===== src/rtl/piso_serializer_pkg.sv =====
// Shared definitions for the parallel-in/serial-out serializer.
//   ser_state_t  : FSM state encoding (IDLE, SHIFT)
//   IDLE_BIT_DEF : default line level when no word is being sent
//   cnt_w()      : width of the bit counter for a given word width
package piso_serializer_pkg;

  typedef enum logic {
    IDLE  = 1'b0,
    SHIFT = 1'b1
  } ser_state_t;

  localparam logic IDLE_BIT_DEF = 1'b1;

  function automatic int cnt_w(input int width);
    return (width < 2) ? 1 : $clog2(width);
  endfunction

endpackage


===== src/rtl/piso_serializer_if.sv =====
// Word handshake and serial output bundle of the serializer.
//   in_data/in_valid/in_ready : word transfer, taken when valid && ready at an edge
//   dout/dout_valid           : serial bit and its qualifier
//   frame_start               : high on the first bit of each word
//   busy                      : shifting or holding buffer occupied
// slave  = serializer side, master = word producer / serial consumer side.
interface piso_serializer_if #(
  parameter int WIDTH = 8
);
  logic [WIDTH-1:0] in_data;
  logic             in_valid;
  logic             in_ready;
  logic             dout;
  logic             dout_valid;
  logic             frame_start;
  logic             busy;

  modport master (
    output in_data, in_valid,
    input  in_ready, dout, dout_valid, frame_start, busy
  );

  modport slave (
    input  in_data, in_valid,
    output in_ready, dout, dout_valid, frame_start, busy
  );
endinterface


===== src/rtl/piso_serializer_hold_buf.sv =====
// One-entry holding buffer that lets the next word wait while the current
// word is still being shifted out.
//   clk, rst : clock, synchronous active-high reset (clears only the flag)
//   i_write  : capture i_data and mark the buffer full
//   i_drain  : mark the buffer empty (o_data has been consumed)
//   i_data   : word to store
//   o_data   : stored word
//   o_full   : buffer holds a word
module piso_serializer_hold_buf #(
  parameter int WIDTH = 8
) (
  input  logic             clk,
  input  logic             rst,
  input  logic             i_write,
  input  logic             i_drain,
  input  logic [WIDTH-1:0] i_data,
  output logic [WIDTH-1:0] o_data,
  output logic             o_full
);

  logic [WIDTH-1:0] r_data;
  logic             r_full;

  // The data word is qualified by r_full, so it needs no reset.
  always_ff @(posedge clk) begin
    if (i_write) r_data <= i_data;
  end

  // Write and drain are mutually exclusive: writes need in_ready, which is
  // low whenever the buffer is full.
  always_ff @(posedge clk) begin
    if (rst)          r_full <= 1'b0;
    else if (i_write) r_full <= 1'b1;
    else if (i_drain) r_full <= 1'b0;
  end

  assign o_data = r_data;
  assign o_full = r_full;

endmodule


===== src/rtl/piso_serializer.sv =====
// Parallel-in/serial-out serializer. Takes WIDTH-bit words over a
// valid/ready handshake and sends them one bit per clock on dout, with a
// one-word holding buffer so consecutive words stream without a gap.
//   clk  : single clock, rising edge
//   rst  : synchronous active-high reset; discards current and buffered word
//   sbus : piso_serializer_if.slave (word input, serial output, status)
// Parameters: WIDTH (2..32), MSB_FIRST (1 = bit WIDTH-1 first),
//             IDLE_BIT (dout level while nothing is sent).
module piso_serializer
  import piso_serializer_pkg::*;
#(
  parameter int   WIDTH     = 8,
  parameter bit   MSB_FIRST = 1'b1,
  parameter logic IDLE_BIT  = IDLE_BIT_DEF
) (
  input  logic clk,
  input  logic rst,
  piso_serializer_if.slave sbus
);

  localparam int             CNT_W    = cnt_w(WIDTH);
  localparam logic [CNT_W-1:0] LAST_CNT = CNT_W'(WIDTH - 1);

  ser_state_t       r_state;
  logic [WIDTH-1:0] r_shreg;
  logic [CNT_W-1:0] r_cnt;

  logic             w_hold_full;
  logic [WIDTH-1:0] w_hold_data;
  logic             w_in_ready;
  logic             w_accept;
  logic             w_last;
  logic             w_hold_wr;
  logic             w_hold_drain;
  logic [WIDTH-1:0] w_shifted;

  // Ready depends only on the buffer flag and reset, never on in_valid.
  assign w_in_ready = !w_hold_full && !rst;
  assign w_accept   = sbus.in_valid && w_in_ready;
  assign w_last     = (r_cnt == LAST_CNT);

  // The buffer is only used when a word arrives mid-word; at the last bit
  // an incoming word goes straight into the shift register instead.
  assign w_hold_wr    = w_accept && (r_state == SHIFT) && !w_last;
  assign w_hold_drain = (r_state == SHIFT) && w_last && w_hold_full;

  // Move the next bit to the output end; the vacated end is don't-care.
  assign w_shifted = MSB_FIRST ? {r_shreg[WIDTH-2:0], 1'b0}
                               : {1'b0, r_shreg[WIDTH-1:1]};

  piso_serializer_hold_buf #(.WIDTH(WIDTH)) u_hold (
    .clk     (clk),
    .rst     (rst),
    .i_write (w_hold_wr),
    .i_drain (w_hold_drain),
    .i_data  (sbus.in_data),
    .o_data  (w_hold_data),
    .o_full  (w_hold_full)
  );

  always_ff @(posedge clk) begin
    if (rst) begin
      r_state <= IDLE;
      r_cnt   <= '0;
      r_shreg <= '0;
    end else begin
      unique case (r_state)
        IDLE: begin
          if (w_accept) begin
            r_shreg <= sbus.in_data;
            r_cnt   <= '0;
            r_state <= SHIFT;
          end
        end
        SHIFT: begin
          if (!w_last) begin
            r_shreg <= w_shifted;
            r_cnt   <= r_cnt + 1'b1;
          end else if (w_hold_full) begin
            // Buffered word has priority; no accept is possible while full.
            r_shreg <= w_hold_data;
            r_cnt   <= '0;
          end else if (w_accept) begin
            r_shreg <= sbus.in_data;
            r_cnt   <= '0;
          end else begin
            r_cnt   <= '0;
            r_state <= IDLE;
          end
        end
        default: r_state <= IDLE;
      endcase
    end
  end

  assign sbus.in_ready    = w_in_ready;
  assign sbus.dout        = (r_state == SHIFT)
                            ? (MSB_FIRST ? r_shreg[WIDTH-1] : r_shreg[0])
                            : IDLE_BIT;
  assign sbus.dout_valid  = (r_state == SHIFT);
  assign sbus.frame_start = (r_state == SHIFT) && (r_cnt == '0);
  assign sbus.busy        = (r_state == SHIFT) || w_hold_full;

endmodule


===== src/flat_wrapper.sv =====
// flat-port wrapper written by rule: the top's interface ports become plain ports
module piso_serializer_flat import piso_serializer_pkg::*;
#(
  parameter int   WIDTH     = 8,
  parameter bit   MSB_FIRST = 1'b1,
  parameter logic IDLE_BIT  = IDLE_BIT_DEF
)
  (clk, rst, sbus_in_data, sbus_in_valid, sbus_in_ready, sbus_dout, sbus_dout_valid, sbus_frame_start, sbus_busy);
  piso_serializer_if #(.WIDTH(WIDTH)) sbus_i ();
  input  logic clk;
  input  logic rst;
  input wire logic [$bits(sbus_i.in_data)-1:0] sbus_in_data;
  input wire logic [$bits(sbus_i.in_valid)-1:0] sbus_in_valid;
  output wire logic [$bits(sbus_i.in_ready)-1:0] sbus_in_ready;
  output wire logic [$bits(sbus_i.dout)-1:0] sbus_dout;
  output wire logic [$bits(sbus_i.dout_valid)-1:0] sbus_dout_valid;
  output wire logic [$bits(sbus_i.frame_start)-1:0] sbus_frame_start;
  output wire logic [$bits(sbus_i.busy)-1:0] sbus_busy;
  assign sbus_i.in_data = sbus_in_data;
  assign sbus_i.in_valid = sbus_in_valid;
  assign sbus_in_ready = sbus_i.in_ready;
  assign sbus_dout = sbus_i.dout;
  assign sbus_dout_valid = sbus_i.dout_valid;
  assign sbus_frame_start = sbus_i.frame_start;
  assign sbus_busy = sbus_i.busy;
  piso_serializer #(.WIDTH(WIDTH), .MSB_FIRST(MSB_FIRST), .IDLE_BIT(IDLE_BIT)) u_core (.clk(clk), .rst(rst), .sbus(sbus_i));
endmodule

===== config.mk =====
export PLATFORM = sky130hd
export DESIGN_NAME = piso_serializer_flat
export DESIGN_NICKNAME = d
export VERILOG_FILES = /design/src/rtl/piso_serializer_pkg.sv /design/src/rtl/piso_serializer_if.sv /design/src/rtl/piso_serializer_hold_buf.sv /design/src/rtl/piso_serializer.sv /design/src/flat_wrapper.sv
export SDC_FILE = /design/constraint.sdc
export NUM_CORES = 1
export LEC_CHECK = 0
export ABC_AREA = 1
export ABC_CLOCK_PERIOD_IN_PS = 1600
export CAP_MARGIN = 25
export CORE_UTILIZATION = 47
export CTS_CLUSTER_DIAMETER = 80
export DETAILED_ROUTE_END_ITERATION = 12
export PLACE_DENSITY = 0.73
export SYNTH_ARGS = -nofsm -noshare
export SYNTH_HDL_FRONTEND = slang
export SYNTH_SLANG_ARGS = --single-unit

===== constraint.sdc =====
create_clock -name clk -period 1.6 [get_ports clk]
set_input_delay 0.32 -clock clk [delete_from_list [all_inputs] [get_ports clk]]
set_output_delay 0.32 -clock clk [all_outputs]
set_load 0.02 [all_outputs]

==> impl_metrics.csv <==
group,metric,value,unit
run_status,status,"finished clean",
timing,holdWs,506,ps
place,dp.cells,180,
grt,grt_pass1_wl,4050,um
setup_path,r2r_cells,6,
worst_hold_path,whs_endpoint,"u_core.r_cnt[1]",
drt,dr.pass1.iters,5,
timing,worstMarginPinSlew,211,ps
place,place_ws,-226,ps
place,place_area,1360,sq um
synthesis,synthTopCellsByArea,"dfxtp_1 23%, edfxtp_1 21%, nand2_1 7.7%",
synthesis,post-synth-top-area-cell,"dfxtp_1",
synthesis,synth.avg_cell_area,8.65,sq um
pwr,total_power,1.12,mW
synthesis,synth_warnings,0,
setup_path,rrSetupSlack,120,ps
pwr,seqPwrFrac,54.3,%
cells_and_area,diodes,0,
pwr,clkPwrFrac,23.5,%
setup_path,path_class,"in2out",
place,io_buffers,15,
cells_and_area,layout.nets,171,
setup_path,cp_max_fo,2,
die,initial_core_util,50.4,%
drt,routed_wl,2340,um
synthesis,synth.most_common_cell,"nand2_1",
synthesis,syn_area,1120,sq um
synthesis,yosysUniqueCellTypes,22,
synthesis,synth_cells,130,
cells_and_area,fin_area,1390,sq um
setup_path,reg2reg_from,"u_core.r_cnt[0]",
grt,grt_pass1_vias,921,
timing,relSlewSlack,85.9,%
drt,vias,903,
pwr,power.switching,330,uW
die,rows,17,
grt,grt_antenna_before_repair,0,
cells_and_area,post-route-util,62.1,%
synthesis,synth_edf_count,8,
drt,final_antenna_net_count,0,
die,die_area,2590,sq um
drt,drt_iter0_markers,12,
timing,skew,7.82,ps
die,die_x,50.9,um
timing,finalHoldViolations,0,
synthesis,syn_nets,144,
timing,finalWorstSetupSlack,45.1,ps
clock_network,cts_tree,"built",
clock_network,cts_setup_buffers,0,
die,fp.dieH,50.9,um
clock_network,holdBufCountCts,0,
setup_path,cp-end-kind,"output pin",
drt,detail_route.wl_per_cell,12.7,um
setup_path,required,1280,ps
timing,setup_viol,0,
die,coreArea,2230,sq um
worst_hold_path,whs_path_depth,2,
cells_and_area,layout-drive-gt1-share,30.8,%
cells_and_area,syn_to_final_growth,23.4,%
clock_network,clockRootBuffer,"clkbuf_4",
timing,period_minus_slack,1550,ps
timing,finalCritPeriodShare,97.2,%
worst_hold_path,hold_class,"reg2reg",
clock_network,clkTransAtPathRegs,120,ps
timing,rsz0062_at_grt,"false",
pwr,powerDensity,809,nW/um^2
setup_path,cp_data_arrival_time,1230,ps
timing,fin_tns_setup,0,ps
clock_network,htree_levels,1,
grt,grt_max_degree,12,
worst_hold_path,hp-start,"u_core.r_cnt[1]",
clock_network,clockBufferDepth,2,
grt,track_usage,21.1,%
timing,fmax,0.643,GHz
setup_path,r2r_end,"u_core.u_hold.o_data[0]",
drt,drc,0,
synthesis,synth_sequential_area_ratio,44.5,%
synthesis,postSynth.asyncResetShare,0,%
die,num_io_pins,16,
timing,finalMaxSlewViolations,0,
place,dp_hpwl,1690,um
synthesis,ys_ff_latch,21,
pwr,p_sw_share,29.4,%
synthesis,dominantRegCellSynth,"dfxtp_1",
clock_network,clock_latency,310,ps
grt,grt-ovfl-total,0,
synthesis,synth_top_area_share,23.1,%
job,maxCapViolCount,0,
cells_and_area,fin_cells,184,
synthesis,synth.top_cells.by_count,"23 x nand2_1, 19 x inv_1, 13 x dfxtp_1",
drt,via_per_inst,4.91,
clock_network,cts.sinks,21,
pwr,leakage,0.588,nW
pwr,power.internal,792,uW
setup_path,start_kind,"primary input",
clock_network,cts_buffers,3,
pwr,combPwrFrac,22.2,%
place,place_congestion,0.835,
pwr,peakVddDrop,0.607,mV
-- layout by cell type, fill, tap and decap left out --
cell / instances
nand2_1: 23
inv_1: 19
nand3_1: 12
buf_4: 12
clkdlybuf4s50_1: 10
a21oi_2: 9
dfxtp_1: 9
nand3_2: 8
nor2_1: 8
a21oi_1: 8
edfxtp_1: 8
o21ai_1: 4
clkbuf_4: 3
dlygate4sd2_1: 3
dfxtp_2: 3
nand2_2: 2
nand2_4: 2
ha_1: 2
inv_6: 1
nor2_4: 1
nor2_2: 1
inv_4: 1
inv_2: 1
o21ai_2: 1
ha_2: 1
clkbuf_1: 1
clkdlybuf4s15_1: 1
buf_2: 1
dfxtp_4: 1
-- cells by family after synthesis --
family | share of synthesized area [%]
buffers and inverters | 11.6
AND/OR/NAND/NOR | 27.5
flip-flops | 44.5
AO/OA/AOI/OAI | 13.1
adder cells (fa/ha/maj) | 3.34
-- critical path, cell delays in order --
cell             delay (ps)
clkdlybuf4s50_1         440
nor2_2                  130
dlygate4sd2_1           350
-- timing repair --
item | CTS | global route
pin swaps | 0 | 0
endpoints found under the setup margin | 5 | 8
gates resized for setup | 11 | 4
-- worst max-delay path by stage --
stage / startpoint / endpoint / slack, ps / cells after the start
global placement: rst / sbus_in_ready / -240 / 3
CTS: u_core.r_cnt[0] / sbus_frame_start / 10 / 5
floorplan: u_core.r_cnt[0] / u_core.u_hold.o_data[0] / 20 / 5
finish: rst / sbus_in_ready / 50 / 3
detailed placement: rst / sbus_in_ready / -230 / 3
global route: rst / sbus_in_ready / 10 / 3
-- power groups by stage --
stage,clock network (mW),registers (mW),logic (mW)
2_1_floorplan,0,0.613,0.160
3_3_place_gp,0,0.617,0.253
3_5_place_dp,0,0.619,0.259
4_1_cts,0.272,0.608,0.252
5_1_grt,0.285,0.612,0.275
6_report,0.264,0.609,0.249
-- routing by layer --
layer  GRT usage (%)  vias up  routed length [um]
met4            8.33        0                  17
met5               0        -                   0
li1                -      471                   -
met1            27.2      418                1100
met3            2.68        2                  64
met2            35.5       12                1160
-- layout make-up --
| cell class | count | area (sq um) |
|---|---|---|
| inverters | 22 | 90.1 |
| multi-input cells | 82 | 497 |
| well taps | 28 | 35.0 |
| flip-flops and latches | 21 | 508 |
| clock buffers | 4 | 26.3 |
| repair buffers | 27 | 231 |
| fillers | 213 | 846 |
-- registers in the layout, indices dropped and copies added, names as in the netlist --
register and cells:
u_core.r_shreg 8, u_core.u_hold.o_data 8, u_core.r_cnt 3, u_core.sbus.dout_valid 1, u_core.u_hold.o_full 1
Note: power is estimated with default switching activity, not from simulation.
